### src/rtl/ft232h_tx_stream.sv
// Transmit stage for the FT232H 245-style synchronous FIFO port.
// Buffers a user byte stream and strobes it out at up to one byte per clock, with optional send-immediate.
module ft232h_tx_stream #(
  parameter int DEPTH  = 16,
  parameter int ADDR_W = 4
) (
  input  logic              clock,
  input  logic              rst,
  input  logic [7:0]        in_data,
  input  logic              in_valid,
  output logic              in_ready,
  input  logic              flush,
  output logic [ADDR_W:0]   level,
  input  logic              txe_n,
  output logic              wr_n,
  output logic [7:0]        data,
  output logic              oe_n,
  output logic              rd_n,
  output logic              siwu_n
);

  localparam logic [ADDR_W:0] FULL_LEVEL = (ADDR_W+1)'(DEPTH);

  typedef enum logic [1:0] {
    ST_IDLE,
    ST_WAIT,
    ST_PULSE
  } state_t;

  logic [7:0]        r_mem [DEPTH];
  logic [ADDR_W-1:0] r_wr_ptr;
  logic [ADDR_W-1:0] r_rd_ptr;
  logic [ADDR_W:0]   r_level;
  logic              r_wr_n;
  logic [7:0]        r_data;
  logic              r_siwu_n;
  state_t            r_state;

  logic              w_push;
  logic              w_pop;
  logic [ADDR_W:0]   w_level_next;
  logic [ADDR_W-1:0] w_rd_ptr_next;
  logic              w_write_through;
  state_t            w_state_next;

  assign in_ready = ~rst & (r_level < FULL_LEVEL);
  assign w_push   = in_valid & in_ready;
  // The chip takes the offered byte on any edge where our strobe is low and it reports space.
  assign w_pop    = ~r_wr_n & ~txe_n;

  assign w_level_next  = r_level + (ADDR_W+1)'(w_push) - (ADDR_W+1)'(w_pop);
  assign w_rd_ptr_next = r_rd_ptr + ADDR_W'(w_pop);
  // Nothing left in memory after the pop, so the incoming byte becomes the new head directly.
  assign w_write_through = w_push & (r_level == (ADDR_W+1)'(w_pop));

  always_ff @(posedge clock) begin
    if (w_push) begin
      r_mem[r_wr_ptr] <= in_data;
    end
  end

  always_ff @(posedge clock) begin
    if (rst) begin
      r_wr_ptr <= '0;
      r_rd_ptr <= '0;
      r_level  <= '0;
      r_wr_n   <= 1'b1;
      r_data   <= 8'h00;
    end else begin
      if (w_push) begin
        r_wr_ptr <= r_wr_ptr + 1'b1;
      end
      r_rd_ptr <= w_rd_ptr_next;
      r_level  <= w_level_next;
      r_wr_n   <= ~(~txe_n & (w_level_next != '0));
      if (w_level_next != '0) begin
        r_data <= w_write_through ? in_data : r_mem[w_rd_ptr_next];
      end
    end
  end

  always_comb begin
    w_state_next = r_state;
    case (r_state)
      ST_IDLE:  if (flush) w_state_next = ST_WAIT;
      ST_WAIT:  if ((r_level == '0) && r_wr_n) w_state_next = ST_PULSE;
      ST_PULSE: w_state_next = ST_IDLE;
      default:  w_state_next = ST_IDLE;
    endcase
  end

  always_ff @(posedge clock) begin
    if (rst) begin
      r_state  <= ST_IDLE;
      r_siwu_n <= 1'b1;
    end else begin
      r_state  <= w_state_next;
      r_siwu_n <= (w_state_next != ST_PULSE);
    end
  end

  assign level  = r_level;
  assign wr_n   = r_wr_n;
  assign data   = r_data;
  assign siwu_n = r_siwu_n;
  assign oe_n   = 1'b1;
  assign rd_n   = 1'b1;

endmodule
### config.mk
export PLATFORM = sky130hd
export DESIGN_NAME = ft232h_tx_stream
export DESIGN_NICKNAME = d
export VERILOG_FILES = /design/src/rtl/ft232h_tx_stream.sv
export SDC_FILE = /design/constraint.sdc
export NUM_CORES = 1
export LEC_CHECK = 0
export ABC_AREA = 1
export BUFFER_PORTS_ARGS = -buffer_cell sky130_fd_sc_hd__buf_2
export CORE_ASPECT_RATIO = 0.7
export CORE_MARGIN = 3
export CORE_UTILIZATION = 50
export DETAILED_ROUTE_END_ITERATION = 10
export PLACE_DENSITY = 0.7
export SYNTH_ARGS = -nofsm -noshare
export SYNTH_HDL_FRONTEND = slang
export SYNTH_SLANG_ARGS = --single-unit
### constraint.sdc
create_clock -name clock -period 2.2 [get_ports clock]
set_clock_uncertainty 0.05 [all_clocks]
set_input_delay 0.22 -clock clock [delete_from_list [all_inputs] [get_ports clock]]
set_output_delay 0.22 -clock clock [all_outputs]
set_load 0.01 [all_outputs]
==> results.txt, run 1 <==
Most frequent cells after synthesis: nand2_1, edfxtp_1, inv_1
Clock sink count: 153
Die Y: 104 um
Netlist Area Pre-Place: 6910 sq um
Vias in the first global route: 4883
First-pass GRT wire length: 26100 um
Routed len/inst: 17.0 um
Initial Util: 0.519
Core Footprint: 13300 sq um
P per Cell Area: 1040 nW/um^2
I/O Pins: 31
RSZ-0062 raised after global routing: yes
Row cnt: 35
Synth cell types: 30
Maximum VDD drop: 0.000661 V
Depth of the CTS H-tree: 4
Clk_lat worst skew: 0.42 ns
Worst-Margin Slew: 0.573 ns
Drt total wl: 16700 um
CP Launch Type: flip-flop
Flop-to-flop setup slack: -0.30 ns
Critical-path maximum fanout: 6
CP endpoint: data[6]
Stages on worst setup path: 15
Setup crit start: level[4]
Crit-path leading delay family: simple AND/OR/NAND/NOR gates
Initial DRC count: 553
Crit-path most repeated cell: nor2_4
Final setup violation count: 9
Top post-synthesis cells by area: edfxtp_1, nand2_1, nand3_1, dfxtp_1, inv_1
Critical Path End Type: flip-flop
Die X-Extent: 147 um
CTS root buffer: clkbuf_16
Diodes inserted: 0
R2R depth: 15
CTS tree: yes
Area growth, synth to finish: 20.7%
Yosys top cell area share: 0.556
Drt first pass iters: 5
Logic pwr share: 0.273
Total CTS buffers: 17
Max_cap viols: 0
Seq/Total Area, Yosys: 0.629
Sw Ratio: 0.316
# port buffers: 28
Switch Pwr: 2730 uW
Ys Warns: 0
Final hold vios: 0
Synth Instances: 714
Failing checks: negative setup slack
Buf+Inv Stages, Crit Path: 2
Pin count of the biggest net entering global routing: 33
Syn Area/Cell: 9.68 sq um
Crit-path max cell delay: 0.40 ns
Critical path, cell by cell: nor2_4 -> nand2_4 -> ha_4 -> inv_2 -> ha_4 -> fa_2 -> nor2_4 -> nor2_4 -> nor2_4 -> nand3_2 -> nor2_4 -> buf_8 -> nand2_2 -> nand2_2 -> a21oi_2
Initial antenna violation count: 1
Hpwl dp: 11000 um
HP Class: input pin to flip-flop
Overall routing resource usage: 0.225
Die footprint: 15300 sq um
Seq pwr share: 0.391
Pre-CTS WS: -0.346 ns
Status: finished, violations left
Predominant post-synthesis flop cell: edfxtp_1
WP data required: 2.47 ns
Overflow after GRT: 0
Worst slew margin: 0.618
Clk buf depth: 2
Count leader, synth: nand2_1
Internal power: 5910 uW
Post-synth EDFFs: 128
Pleak: 0.00362 uW
CP Data Arrival Time: 2.77 ns
Final ANT Viol Nets: 0
Register clock-pin slew on the reported worst setup and hold paths: 0.06 ns
Final WS setup: -0.305 ns
Final-layout fill cell count: 1068
Slowest CP cell: fa_2
Fmax: 399 MHz
Nets: 811
Worst reg2reg endpoint: data[6]
Total negative slack: -2.34 ns
Routed vias/inst: 5.14
DRC: 0
Clk pwr share: 0.336
CP Class: flip-flop to flip-flop
Final Cycle Share: 1.14
Layout cell share with drive strength beyond 1: 0.195
Minimum clock period: 2.50 ns
Fin. max-slew vios: 0
RD Place Congestion: 0.870
Flops & latches, synth: 153
DR vias: 5050
FF-to-FF Start: level[4]
Ys async rst share: 0
Synth area leader: edfxtp_1
-- worst register-to-register path, stage by stage (launching register included) --
cell	delay [ns]
dfxtp_4	0.35
nor2_4	0.14
nand2_4	0.07
ha_4	0.25
inv_2	0.04
ha_4	0.15
fa_2	0.40
nor2_4	0.17
nor2_4	0.06
nor2_4	0.12
nand3_2	0.09
nor2_4	0.18
buf_8	0.16
nand2_2	0.06
nand2_2	0.06
a21oi_2	0.04
-- how the worst min path moves through the flow --
stage	startpoint	to	cells after the start
after floorplan	rst	r_state[1]	1
after global placement	r_state[1]	r_state[1]	1
after detailed placement	r_state[1]	r_state[1]	1
after CTS	in_data[0]	r_mem[4][0]	1
after global routing	in_data[0]	r_mem[5][0]	1
final	in_data[0]	r_mem[5][0]	1
-- registers in the layout, indices dropped and copies added, names as in the netlist --
| register | cells |
|---|---|
| r_state | 2 |
| wr_n | 1 |
| r_mem | 128 |
| r_rd_ptr | 4 |
| siwu_n | 1 |
| data | 8 |
| level | 5 |
| r_wr_ptr | 4 |
-- power by group through the flow --
stage	Sequential, uW	Clock [uW]	Combinational [uW]
after floorplan	3480	0	1230
after global placement	3430	0	1820
after detailed placement	3430	0	1890
after CTS	3370	2910	2260
after global routing	3390	3060	2600
final	3380	2900	2360
-- routing by layer --
metal / up-vias / track usage / wire length [um]
met5: - / 0 / 0
met4: 0 / 0.0745 / 294
met3: 31 / 0.0562 / 1340
met2: 209 / 0.334 / 7320
met1: 2380 / 0.326 / 7710
li1: 2430 / - / -
-- cell type report --
type | instances | area (sq um) | area share
well taps | 185 | 231 | 0.0278
repair buffers | 80 | 588 | 0.0705
flip-flops and latches | 153 | 4350 | 0.521
clock inverters | 10 | 76.3 | 0.00915
inverters | 114 | 433 | 0.0519
clock buffers | 22 | 529 | 0.0635
multi-input cells | 419 | 2130 | 0.256
-- placed cells by master, fill, tap and decap left out, types with 2 or more instances in the layout --
cell type / n
buf_2: 28
ha_1: 9
buf_4: 44
a21oi_1: 6
conb_1: 2
nor3_1: 3
nor2_1: 43
xor2_2: 2
inv_1: 110
clkbuf_16: 21
dlygate4sd3_1: 2
nand2_1: 195
edfxtp_1: 128
nor3b_1: 7
nand3_1: 100
a21oi_2: 6
nand3_2: 3
clkinv_4: 4
nor2_2: 4
dfxtp_1: 24
nand2_4: 4
inv_2: 2
buf_6: 2
clkinv_2: 2
ha_4: 2
o21ai_0: 6
buf_12: 3
nand2_2: 12
nor2_4: 5
inv_6: 3
-- logic make-up after synthesis --
logic type	synth area share
and+or+nand+nor	0.236
DFF	0.629
buffers and inverters	0.0844
AOI/OAI and AO/OA	0.0152
adders and majority gates	0.0246
xor gates and xnor gates	0.0107
other	0.000543
-- metrics by stage --
| step | total power, uW | hold WS, ns | cells | utilization | area, sq um |
|---|---|---|---|---|---|
| 5_1_grt | 9050 | 0.141 | 983 | 0.627 | 8340 |
| 6_report | 8640 | 0.152 | 983 | 0.627 | 8340 |
| 4_1_cts | 8550 | 0.142 | 983 | 0.623 | 8290 |
| 2_1_floorplan | 4700 | 0.261 | 715 | - | 6950 |
| 3_3_place_gp | 5240 | 0.375 | 939 | 0.564 | 7510 |
| 3_5_place_dp | 5320 | 0.383 | 939 | 0.564 | 7510 |
-- what timing repair did --
action / 4_1_cts / 5_1_grt
cloned: 1 / 0
hold buffers: 2 / 0
endpoints found under the setup margin: 9 / 9
hold endpoints to repair: 2 / 0
resized for setup: 14 / 24
setup buffers: 9 / 2
pin swaps: 9 / 12
Power figures use the tool's default switching activity.
==> inputs of run 2 (changes only) <==
--- a/config.mk
+++ b/config.mk
@@ -7,11 +7,13 @@
 export LEC_CHECK = 0
 export ABC_AREA = 1
 export BUFFER_PORTS_ARGS = -buffer_cell sky130_fd_sc_hd__buf_2
+export CELL_PAD_IN_SITES_DETAIL_PLACEMENT = 0
+export CELL_PAD_IN_SITES_GLOBAL_PLACEMENT = 1
 export CORE_ASPECT_RATIO = 0.7
 export CORE_MARGIN = 3
-export CORE_UTILIZATION = 50
+export CORE_UTILIZATION = 43
 export DETAILED_ROUTE_END_ITERATION = 10
-export PLACE_DENSITY = 0.7
+export PLACE_DENSITY_LB_ADDON = 0.1
 export SYNTH_ARGS = -nofsm -noshare
 export SYNTH_HDL_FRONTEND = slang
 export SYNTH_SLANG_ARGS = --single-unit
==> run 2 against run 1 <==
Effect of this change:
- the run still ends with negative setup slack left
- clock power decreased by 6%
- global-route usage down 1.8 points
- critical path depth is 2 lower
- flip-flop and latch count is the same
- die area increased by 15%
- clock-buffer cell count decreased by 3
- first-iteration DRC count decreased by 25%
- fmax grew 8.2%
- utilization decreased by 10 points
- worst setup slack better by 0.19 ns
- register-to-register slack improved by 0.19 ns
- sequential power barely moved
==> results.txt, run 2 (synthesis results as in run 1) <==
Pre-CTS WS: -0.252 ns
Multi-input logic area: 2080 sq um
Clk_lat worst skew: 0.43 ns
Critical-path maximum fanout: 3
Routed len/inst: 17.1 um
RD Place Congestion: 0.846
Max_cap viols: 0
DRC: 0
Area growth, synth to finish: 18.9%
Overflow after GRT: 0
Slowest CP cell: fa_2
Initial Util: 0.443
Pin count of the biggest net entering global routing: 50
Cell Count, Final, Fillers Out: 993
Buf+Inv Stages, Crit Path: 1
Total negative slack: -0.842 ns
DR vias: 4869
RSZ-0062 raised after global routing: yes
Final WS setup: -0.114 ns
Initial DRC count: 416
Crit-path max cell delay: 0.37 ns
Overall routing resource usage: 0.207
Layout cell share with drive strength beyond 1: 0.164
Vias in the first global route: 4967
Row cnt: 38
Fmax: 432 MHz
Pleak: 0.00356 uW
WP data required: 2.46 ns
CTS root buffer: clkbuf_16
Clock sink count: 153
Sequential Area: 4350 sq um
Depth of the CTS H-tree: 4
Commonest cells after routing, fill and taps aside: nand2_1, edfxtp_1, inv_1
HP Class: input pin to flip-flop
Diodes inserted: 0
Fin. max-slew vios: 0
Core Footprint: 15600 sq um
Die footprint: 17600 sq um
Worst slew margin: 0.645
Critical path, cell by cell: nor2_4 -> nand2_4 -> ha_4 -> inv_2 -> ha_4 -> fa_2 -> nand3_2 -> nand3_2 -> nand2_1 -> nand2_2 -> nand3_1 -> nand2_2 -> or2_2
Final hold vios: 0
P per Cell Area: 1000 nW/um^2
Crit-path leading delay family: simple AND/OR/NAND/NOR gates
CP Class: flip-flop to flip-flop
# port buffers: 28
Final-layout fill cell count: 1427
Max reg flops: 128
Routed vias/inst: 4.90
CP Data Arrival Time: 2.58 ns
I/O Pins: 31
Final ANT Viol Nets: 0
Die Y: 112 um
Final Core Density: 0.527
Clk buf depth: 2
DP Cell Count: 960
Total power: 8220 uW
First-pass GRT wire length: 27100 um
Failing checks: negative setup slack
Status: finished, violations left
Initial antenna violation count: 1
Final Cycle Share: 1.05
Final setup violation count: 9
Drt first pass iters: 5
Die X-Extent: 158 um
Worst-Margin Slew: 0.532 ns
Total CTS buffers: 17
Flop-to-flop setup slack: -0.11 ns
Nets: 807
Minimum clock period: 2.31 ns
CTS tree: yes
Maximum VDD drop: 0.000548 V
Register clock-pin slew on the reported worst setup and hold paths: 0.06 ns
CP Launch Type: flip-flop
Setup Buffers After CTS: 0
Critical Path End Type: flip-flop
Top reg by flops: r_mem
Hpwl dp: 11700 um
Drt total wl: 17000 um
Most common library cell in the layout ignoring fill and taps: nand2_1
[run 2: cell count changes in the layout (fill, tap and decap cells not counted), moves of 3 or more]
| cell | change |
|---|---|
| nand2_1 | +11 |
| nand2_2 | -9 |
| a21oi_1 | +5 |
| a21oi_2 | -5 |
| clkbuf_16 | -4 |
| clkinv_1 | +4 |
| buf_4 | -3 |
| clkinv_4 | -3 |
| inv_6 | -3 |
[run 2: final cells by class]
type | instances | area share
Clock buffer | 19 | 0.0527
Clock inverter | 12 | 0.0132
Inverter | 114 | 0.0527
Multi-Input combinational cell | 419 | 0.253
Sequential cell | 153 | 0.529
Tap cell | 200 | 0.0305
Timing Repair Buffer | 76 | 0.0691
[run 2: layer usage]
layer  up-vias  part of all wire  track usage
met5         -                 0            0
met4         0             0.027       0.0896
met3        35             0.047       0.0432
met2        95              0.43        0.304
met1      2311              0.49        0.300
li1       2428                 -            -
[run 2: worst paths after layout]
check / start / end / cells after the start
min: in_data[5] / r_mem[11][5] / 1
max: level[4] / wr_n / 13
max reg2reg: level[4] / wr_n / 13
min reg2reg: r_state[1] / r_state[1] / 1
[run 2: timing repair]
action / in CTS / in global routing
hold buffers: 2 / 0
setup endpoints to repair: 9 / 9
endpoints found under the hold margin: 2 / 0
pin swaps: 5 / 2
resized for setup: 11 / 2
[run 2: metrics by stage]
step                instance area (sq um)  hold slack, ns
finish                               8220           0.122
CTS                                  8210           0.111
detailed placement                   7600           0.384
floorplan                            6950           0.261
global route                         8220           0.120
global placement                     7600           0.371
[run 2: report_power, final]
group          total [uW]  leakage (uW)  switching [uW]  internal, uW
Combinational        2110       0.00194            1320           791
Sequential           3380       0.00136            88.9          3290
Clock                2730      0.000260            1100          1630
